### config.mk
export PLATFORM = sky130hd
export DESIGN_NAME = aes_key_final_flat
export DESIGN_NICKNAME = d
export VERILOG_FILES = /design/src/rtl/aes_pkg.sv /design/src/rtl/aes_key_final_if.sv /design/src/rtl/aes_sbox.sv /design/src/rtl/aes_key_final.sv /design/src/flat_wrapper.sv
export SDC_FILE = /design/constraint.sdc
export NUM_CORES = 1
export LEC_CHECK = 0
export ABC_AREA = 1
export BUFFER_PORTS_ARGS = -buffer_cell sky130_fd_sc_hd__buf_2
export CAP_MARGIN = 20
export CORE_UTILIZATION = 35
export DETAILED_ROUTE_END_ITERATION = 10
export SLEW_MARGIN = 30
export SYNTH_ARGS = -nofsm -noshare
export SYNTH_HDL_FRONTEND = slang
export SYNTH_SLANG_ARGS = --single-unit
### constraint.sdc
create_clock -name CLK -period 3.6 [get_ports CLK]
set_input_delay 0.18 -clock CLK [delete_from_list [all_inputs] [get_ports CLK]]
set_output_delay 0.18 -clock CLK [all_outputs]
set_load 0.01 [all_outputs]
### src/rtl/aes_pkg.sv
// Shared AES definitions for the key-schedule engine and the cipher datapath.
// Contents: round count, rcon seed, GF(2^8) reduction polynomial, byte/word/state
// typedefs, FSM state constants and the xtime (multiply-by-x) helper.
package aes_pkg;

  localparam int unsigned AES_NR    = 10;
  localparam logic [7:0]  RCON_INIT = 8'h01;
  localparam logic [7:0]  GF_POLY   = 8'h1b;

  typedef logic [7:0]   byte_t;
  typedef logic [31:0]  word_t;
  typedef logic [127:0] state_t;

  // Last round number, sized for the 4-bit round counter.
  localparam logic [3:0] ROUND_LAST = 4'(AES_NR);

  // Key-schedule FSM encodings.
  localparam logic [0:0] ST_IDLE = 1'b0;
  localparam logic [0:0] ST_RUN  = 1'b1;

  // Multiply by x in GF(2^8) modulo the AES polynomial.
  function automatic byte_t xtime(input byte_t b);
    return {b[6:0], 1'b0} ^ (b[7] ? GF_POLY : 8'h00);
  endfunction

endpackage

### src/rtl/aes_key_final_if.sv
// Handshake bundle between the host key register / AES_DEC and aes_key_final.
// master: host side (drives EN, Krdy, Key; observes Dout, BSY, Dvld).
// slave : key-schedule engine side.
interface aes_key_final_if;
  import aes_pkg::*;

  logic   EN;
  logic   Krdy;
  state_t Key;
  state_t Dout;
  logic   BSY;
  logic   Dvld;

  modport master (output EN, Krdy, Key, input Dout, BSY, Dvld);
  modport slave  (input EN, Krdy, Key, output Dout, BSY, Dvld);

endinterface

### src/rtl/aes_sbox.sv
// Combinational forward AES S-box, shared with the cipher datapath.
// Ports: a - input byte; s - substituted byte.
module aes_sbox
  import aes_pkg::*;
(
  input  byte_t a,
  output byte_t s
);

  localparam byte_t SBOX [256] = '{
    8'h63, 8'h7c, 8'h77, 8'h7b, 8'hf2, 8'h6b, 8'h6f, 8'hc5, 8'h30, 8'h01, 8'h67, 8'h2b, 8'hfe, 8'hd7, 8'hab, 8'h76,
    8'hca, 8'h82, 8'hc9, 8'h7d, 8'hfa, 8'h59, 8'h47, 8'hf0, 8'had, 8'hd4, 8'ha2, 8'haf, 8'h9c, 8'ha4, 8'h72, 8'hc0,
    8'hb7, 8'hfd, 8'h93, 8'h26, 8'h36, 8'h3f, 8'hf7, 8'hcc, 8'h34, 8'ha5, 8'he5, 8'hf1, 8'h71, 8'hd8, 8'h31, 8'h15,
    8'h04, 8'hc7, 8'h23, 8'hc3, 8'h18, 8'h96, 8'h05, 8'h9a, 8'h07, 8'h12, 8'h80, 8'he2, 8'heb, 8'h27, 8'hb2, 8'h75,
    8'h09, 8'h83, 8'h2c, 8'h1a, 8'h1b, 8'h6e, 8'h5a, 8'ha0, 8'h52, 8'h3b, 8'hd6, 8'hb3, 8'h29, 8'he3, 8'h2f, 8'h84,
    8'h53, 8'hd1, 8'h00, 8'hed, 8'h20, 8'hfc, 8'hb1, 8'h5b, 8'h6a, 8'hcb, 8'hbe, 8'h39, 8'h4a, 8'h4c, 8'h58, 8'hcf,
    8'hd0, 8'hef, 8'haa, 8'hfb, 8'h43, 8'h4d, 8'h33, 8'h85, 8'h45, 8'hf9, 8'h02, 8'h7f, 8'h50, 8'h3c, 8'h9f, 8'ha8,
    8'h51, 8'ha3, 8'h40, 8'h8f, 8'h92, 8'h9d, 8'h38, 8'hf5, 8'hbc, 8'hb6, 8'hda, 8'h21, 8'h10, 8'hff, 8'hf3, 8'hd2,
    8'hcd, 8'h0c, 8'h13, 8'hec, 8'h5f, 8'h97, 8'h44, 8'h17, 8'hc4, 8'ha7, 8'h7e, 8'h3d, 8'h64, 8'h5d, 8'h19, 8'h73,
    8'h60, 8'h81, 8'h4f, 8'hdc, 8'h22, 8'h2a, 8'h90, 8'h88, 8'h46, 8'hee, 8'hb8, 8'h14, 8'hde, 8'h5e, 8'h0b, 8'hdb,
    8'he0, 8'h32, 8'h3a, 8'h0a, 8'h49, 8'h06, 8'h24, 8'h5c, 8'hc2, 8'hd3, 8'hac, 8'h62, 8'h91, 8'h95, 8'he4, 8'h79,
    8'he7, 8'hc8, 8'h37, 8'h6d, 8'h8d, 8'hd5, 8'h4e, 8'ha9, 8'h6c, 8'h56, 8'hf4, 8'hea, 8'h65, 8'h7a, 8'hae, 8'h08,
    8'hba, 8'h78, 8'h25, 8'h2e, 8'h1c, 8'ha6, 8'hb4, 8'hc6, 8'he8, 8'hdd, 8'h74, 8'h1f, 8'h4b, 8'hbd, 8'h8b, 8'h8a,
    8'h70, 8'h3e, 8'hb5, 8'h66, 8'h48, 8'h03, 8'hf6, 8'h0e, 8'h61, 8'h35, 8'h57, 8'hb9, 8'h86, 8'hc1, 8'h1d, 8'h9e,
    8'he1, 8'hf8, 8'h98, 8'h11, 8'h69, 8'hd9, 8'h8e, 8'h94, 8'h9b, 8'h1e, 8'h87, 8'he9, 8'hce, 8'h55, 8'h28, 8'hdf,
    8'h8c, 8'ha1, 8'h89, 8'h0d, 8'hbf, 8'he6, 8'h42, 8'h68, 8'h41, 8'h99, 8'h2d, 8'h0f, 8'hb0, 8'h54, 8'hbb, 8'h16
  };

  assign s = SBOX[a];

endmodule

### src/rtl/aes_key_final.sv
// Forward AES-128 key schedule: expands the cipher key one round per clock and
// delivers the round-10 key for the decryption core.
// Ports: CLK  - clock (rising edge)
//        RSTn - synchronous active-low reset
//        bus  - slave side of aes_key_final_if (EN, Krdy, Key in; Dout, BSY, Dvld out)
module aes_key_final
  import aes_pkg::*;
(
  input  logic             CLK,
  input  logic             RSTn,
  aes_key_final_if.slave   bus
);

  logic [0:0] state;
  logic [3:0] round;
  byte_t      rcon;
  state_t     wkey;
  state_t     dout;
  logic       bsy;
  logic       dvld;

  word_t  w0, w1, w2, w3;
  word_t  rot;
  word_t  sub;
  word_t  t;
  word_t  n0, n1, n2, n3;
  state_t next_key;

  assign w0 = wkey[127:96];
  assign w1 = wkey[95:64];
  assign w2 = wkey[63:32];
  assign w3 = wkey[31:0];

  assign rot = {w3[23:0], w3[31:24]};

  aes_sbox u_sbox0 (.a(rot[31:24]), .s(sub[31:24]));
  aes_sbox u_sbox1 (.a(rot[23:16]), .s(sub[23:16]));
  aes_sbox u_sbox2 (.a(rot[15:8]),  .s(sub[15:8]));
  aes_sbox u_sbox3 (.a(rot[7:0]),   .s(sub[7:0]));

  always_comb begin
    t        = sub ^ {rcon, 24'h0};
    n0       = w0 ^ t;
    n1       = w1 ^ n0;
    n2       = w2 ^ n1;
    n3       = w3 ^ n2;
    next_key = {n0, n1, n2, n3};
  end

  always_ff @(posedge CLK) begin
    if (!RSTn) begin
      state <= ST_IDLE;
      round <= '0;
      rcon  <= RCON_INIT;
      wkey  <= '0;
      dout  <= '0;
      bsy   <= 1'b0;
      dvld  <= 1'b0;
    end else begin
      dvld <= 1'b0;
      case (state)
        ST_IDLE: begin
          if (bus.EN && bus.Krdy) begin
            wkey  <= bus.Key;
            round <= 4'd1;
            rcon  <= RCON_INIT;
            bsy   <= 1'b1;
            state <= ST_RUN;
          end
        end
        ST_RUN: begin
          wkey <= next_key;
          rcon <= xtime(rcon);
          if (round == ROUND_LAST) begin
            // Counter parks at the last round rather than stepping past it.
            dout  <= next_key;
            dvld  <= 1'b1;
            bsy   <= 1'b0;
            state <= ST_IDLE;
          end else begin
            round <= round + 4'd1;
          end
        end
        default: state <= ST_IDLE;
      endcase
    end
  end

  assign bus.Dout = dout;
  assign bus.BSY  = bsy;
  assign bus.Dvld = dvld;

endmodule

### src/flat_wrapper.sv
// flat-port wrapper written by rule: the top's interface ports become plain ports
module aes_key_final_flat import aes_pkg::*;
  (CLK, RSTn, bus_EN, bus_Krdy, bus_Key, bus_Dout, bus_BSY, bus_Dvld);
  aes_key_final_if bus_i ();
  input  logic CLK;
  input  logic RSTn;
  input wire logic [$bits(bus_i.EN)-1:0] bus_EN;
  input wire logic [$bits(bus_i.Krdy)-1:0] bus_Krdy;
  input wire logic [$bits(bus_i.Key)-1:0] bus_Key;
  output wire logic [$bits(bus_i.Dout)-1:0] bus_Dout;
  output wire logic [$bits(bus_i.BSY)-1:0] bus_BSY;
  output wire logic [$bits(bus_i.Dvld)-1:0] bus_Dvld;
  assign bus_i.EN = bus_EN;
  assign bus_i.Krdy = bus_Krdy;
  assign bus_i.Key = bus_Key;
  assign bus_Dout = bus_i.Dout;
  assign bus_BSY = bus_i.BSY;
  assign bus_Dvld = bus_i.Dvld;
  aes_key_final u_core (.CLK(CLK), .RSTn(RSTn), .bus(bus_i));
endmodule
; Yosys cells after proc, flatten, opt, wreduce, memory -nomap -nowiden
; Memory sizes are Yosys's and may differ from the RTL's.
; Cells that the tools add are included.
[totals]
memories = 4
ff_bits = 271
mem_bits_ro = 8192
out_inout_bits = 130
[op_classes]
add_sub_neg = 1
muxes = 23
eq_ne = 4
n_reduce_logical = 5
n_bitwise = 11
magnitude_cmp = 4
[memory_table]
columns = memory, words, width, rd, rd_ports_with_merged_regs, write_ports, line
row1 = (name not given), 256, 8, 1, 0, 0, aes_sbox.sv:29  ; assign s = SBOX[a];
row2 = (name not given), 256, 8, 1, 0, 0, aes_sbox.sv:29
row3 = (name not given), 256, 8, 1, 0, 0, aes_sbox.sv:29
row4 = (name not given), 256, 8, 1, 0, 0, aes_sbox.sv:29
[op_table]
columns = cell, count
row1 = 128-bit case mux with 2 select lines, 1
row2 = 32-bit XOR, 5
row3 = 128-bit two-way mux, 1
row4 = 8-bit two-way mux, 9
row5 = 9-bit >= comparator (second input constant), 4
row6 = 8-bit NOT with 9-bit output, 4
row7 = 8-bit case mux with 2 select lines, 1
row8 = 4-bit two-way mux, 2
row9 = 4-bit case mux with 2 select lines, 1
row10 = 2-bit AND reduction, 4
row11 = 8-bit XOR, 1
row12 = 1-bit two-way mux, 5
row13 = 5-bit two-way mux, 1
row14 = 4-bit by 1-bit adder with 4-bit output (second input constant), 1
row15 = 4-bit == test (second input constant), 1
row16 = 2-bit inequality test (second input constant), 2
row17 = 1-bit case mux with 2 select lines, 2
row18 = 2-bit by 1-bit inequality test with 1-bit output (second input constant), 1
row19 = 1-bit logical AND, 1
row20 = 1-bit NOT, 1

; Depth between registers and ports, before layout
[depth]
ltp_word = 10
depth_mapped = 23
mapped_depth_nobuf = 22

; Cells and area by module
; A second synthesis with hierarchy kept.
[unflattened]
cells_unflattened = 4380
hier_area_um2 = 25380.6
[by_module_without_submodules]
columns = mod, area_per_inst_um2, n_inst, seq_area_each_um2, cells_per_inst
row1 = aes_key_final, 12973.7, 1, 5425.2, 1839
row2 = aes_sbox at u_core.u_sbox1 ..., 3093.0, 3, 0.0, 635
row3 = aes_sbox at u_core.u_sbox0, 3128.0, 1, 0.0, 636

; Least setup slack after synthesis
; Ideal clock, no wire load.
[synth_timing]
path_type = flip-flop to flip-flop
start = register u_core.wkey[25]
end = register u_core.wkey[6]
setup_slack_ns = 0.867
t_arrival_ns = 2.600
period_less_slack_ns = 2.733
path_stages_with_launch = 21
t_required_ns = 3.468
cell_sequence = dfxtp_1 -> inv_2 -> ha_1 -> buf_4 -> nand2_1 -> buf_2 -> nand3_1 -> nand2_1 -> nand2_1 -> nand3_1 -> nand3_1 -> nand3_1 -> nand2_1 -> nand2_1 -> nand3_2 -> nand2_1 -> nand2_1 -> nand2_1 -> nand2_1 -> nand3_1 -> a21oi_1
[synth_via]
elab_chain_len = 10
[synth_rtl]
columns = item, line
row1 = "start, declared", aes_key_final.sv:17  ; state_t wkey;
row2 = "start signal, assigned", aes_key_final.sv:64  ; wkey <= bus.Key;
row3 = "start signal, assigned", aes_key_final.sv:72  ; wkey <= next_key;
row4 = 8-bit NOT with 9-bit output (not written as such), aes_sbox.sv:29
row5 = memory read 256 x 8 bit, --
row6 = 8-bit two-way mux (not written as such) (2 in series), aes_sbox.sv:29
row7 = 32-bit XOR, aes_key_final.sv:42  ; t = sub ^ {rcon, 24'h0};
row8 = 32-bit XOR, aes_key_final.sv:43  ; n0 = w0 ^ t;
row9 = 32-bit XOR, aes_key_final.sv:44  ; n1 = w1 ^ n0;
row10 = 32-bit XOR, aes_key_final.sv:45  ; n2 = w2 ^ n1;
row11 = 32-bit XOR, aes_key_final.sv:46  ; n3 = w3 ^ n2;
row12 = 128-bit case mux with 2 select lines, aes_key_final.sv:61  ; case (state)
; Every way passes these cells. The select of a mux whose other input is x is not followed.
; A chain may end at the register's enable or synchronous reset.

; Worst setup path in the final report
[layout_timing]
start = register u_core.wkey[17]
end = register u_core.wkey[29]
; The elaborated chain is that of the path after synthesis.

==> results by group <==
Run status
  – Status: finished clean

Clock network
  – Max Root-Sink Buffers: 3
  – CTS tree: built
  – Clock-pin slew on the worst setup and hold paths: 0.06 ns
  – Root Buffer: clkbuf_16
  – Worst skew pair latency: 0.58 ns
  – Num Clock Sinks: 271
  – TritonCTS Buffers: 35
  – H-tree Lvls: 2
  – CTS resizes: 0

Yosys
  – Syn Nets: 4,461
  – Post-synth cell types: 41
  – Seq cells post-synth: 271
  – Mapped Cells: 4,267
  – Yosys Warn Count: 0
  – Area leader, netlist: nand3_1
  – Post-synthesis sequential area ratio: 21.7%
  – Average instance area after synthesis: 5.85 um2
  – Top post-synthesis cells by area: nand3_1, dfxtp_1, nand2_1
  – Post-synth top area share: 25.5%
  – Synth Cell Area: 24,900 um2

Critical path
  – Setup Crit Path Kind: reg2reg
  – Reg-to-reg slack, setup: 0.28 ns
  – Critical path startpoint category: register
  – Worst setup EP type: register
  – Worst Path Required: 3.98 ns
  – Crit path DAT: 3.71 ns
  – CP max FO: 15

Run
  – Max-cap violations: 0

Finish
  – Nets: 4,653
  – Leading cell type in the layout, fill and taps excluded: nand3_1
  – Layout cells sized above 1: 14.2%
  – Most frequent cells in the layout: nand3_1, nand2_1, dfxtp_1
  – Layout Area Growth over Synthesis: 15.9%

Die
  – Core area: 70,300 um2
  – Ports: 262
  – Rows: 97
  – Die area: 72,300 um2
  – Die height: 269 um
  – Die Wd: 269 um
  – Starting density of the core: 35.5%

STA
  – Period minus WS final: 3.32 ns
  – RSZ-0062 raised after global routing: false
  – Fin. Hold Viols: 0
  – Final Setup Violations: 0
  – Clock Skew: 0.0473 ns
  – Slew at the pin closest to its max-slew limit: 1.13 ns
  – Final-report max-slew violation count: 0
  – Slew HR: 24.9%
  – Setup TNS: 0 ns
  – Peak Freq: 301 MHz
  – Period utilization: 92.2%

Global routing
  – Total track usage: 32.7%
  – Congestion Overflow GR: 0
  – Pin count of the biggest net entering global routing: 135
  – Initial antenna violation count: 8
  – Global-route wire length before repair: 182,000 um
  – Vias in the first global route: 29,200

Placement
  – Placer Congestion: 1.02
  – Port bufs: 261
  – Dpl hpwl: 86,700 um

Power
  – Total Power: 14.9 mW
  – VDD IR-drop max: 0.311 mV
  – Leak Pwr: 13.6 nW
  – Power Density: 515 nW/um2

Detailed routing
  – Drt first pass iters: 7
  – DRT iter0 DRCs: 4,341
  – Via count: 32,100
  – WL/cell: 22.6 um
  – Antenna-violating nets left: 0
  – Via/cell ratio: 5.92
  – Drt total wl: 123,000 um
  – DRC errors left: 0

Hold path
  – HP Class: in2reg
[cell type report]
type	count	area, um2
clock buffer	44	950
fill	7562	41400
sequential	271	5440
antenna	2	5.00
timing repair buffer	460	3210
clock inverter	16	230
tap	940	1180
multi-input combinational	3449	16900
inverter	242	956
[where the power goes]
part / leakage [nW] / switching (mW) / internal, mW
clock: 0.580 / 1.53 / 2.24
sequential: 2.21 / 0.177 / 3.18
combinational: 10.8 / 5.48 / 2.28
total: 13.6 / 7.18 / 7.70
[registers in the layout (all words and copies together), names as in the netlist]
signal and cells:
u_core.round 4, u_core.bus.Dvld 1, u_core.rcon 8, u_core.bus.BSY 1, u_core.wkey 128, u_core.bus.Dout 128
u_core.state 1
[cells by family (layout without fill, tap and decap cells)]
family | count (synthesis) | count (layout) | share of synthesized area [%]
AND/OR/NAND/NOR | 2890 | 2890 | 52.6
buffers and inverters | 547 | 762 | 10.4
AO/OA/AOI/OAI | 488 | 488 | 11.8
flip-flops | 271 | 271 | 21.7
adder cells (fa/ha/maj) | 62 | 62 | 3.11
XOR/XNOR | 9 | 9 | 0.316
other | 0 | 2 | 0
[worst paths after layout]
path / from / end / cells past startpoint
max: u_core.wkey[17]$_SDFFE_PN0P_ / u_core.wkey[29]$_SDFFE_PN0P_ / 19
min: bus_Key[108] / u_core.wkey[108]$_SDFFE_PN0P_ / 3
max reg2reg: u_core.wkey[17]$_SDFFE_PN0P_ / u_core.wkey[29]$_SDFFE_PN0P_ / 19
min reg2reg: u_core.bus.Dout[20]$_SDFFE_PN0P_ / u_core.bus.Dout[20]$_SDFFE_PN0P_ / 2
[critical path, stage by stage, from the launching register on]
cell,delay (ns)
dfxtp_1,0.41
buf_4,0.29
ha_1,0.44
inv_1,0.15
nand2_1,0.28
nand2_1,0.12
inv_1,0.14
nand2_1,0.10
nand2_1,0.07
nand3_1,0.07
nand3_1,0.11
nand3_1,0.14
nand3b_1,0.17
nand2_2,0.10
nand2_1,0.08
nand3_1,0.09
nand2_1,0.12
nand2_1,0.08
nand3_1,0.09
a21oi_1,0.07
[per-layer routing]
metal | GRT usage (%) | part of all wire (%) | vias up
met3 | 6.25 | 11 | 367
met1 | 45.6 | 43 | 14900
met4 | 15.2 | 5.0 | 8
met5 | 0 | 0.047 | -
li1 | - | - | 14800
met2 | 48.1 | 42 | 1993
[Yosys cell counts (all sizes together)]
master / instances
a21oi: 195
a22o: 83
a31oi: 70
a32o: 3
and2: 1
buf: 192
clkbuf: 113
clkinv: 6
dfxtp: 271
ha: 62
inv: 236
nand2: 1343
nand3: 1294
nand3b: 14
nand4: 26
nor2: 207
nor3: 1
o211ai: 12
o21ai: 124
o22ai: 1
or2: 4
xor2: 9
[stage by stage]
step	area (um2)	setup WS (ns)	utilization [%]	hold slack (ns)	std cells
6_report	28900	0.279	41.1	0.000666	5424
3_3_place_gp	26900	0.346	38.3	0.435	5282
3_5_place_dp	26900	0.403	38.3	0.435	5282
2_1_floorplan	24900	0.867	-	0.249	4267
4_1_cts	28900	0.375	41.1	0.000513	5422
5_1_grt	28900	0.0652	41.1	0.00807	5423
[repair_timing]
item,in CTS,in global routing
buffers inserted,0,0
endpoints found under the setup margin,0,0
hold buffers,80,0
hold endpoints to repair,80,0
Power figures use the tool's default switching activity.
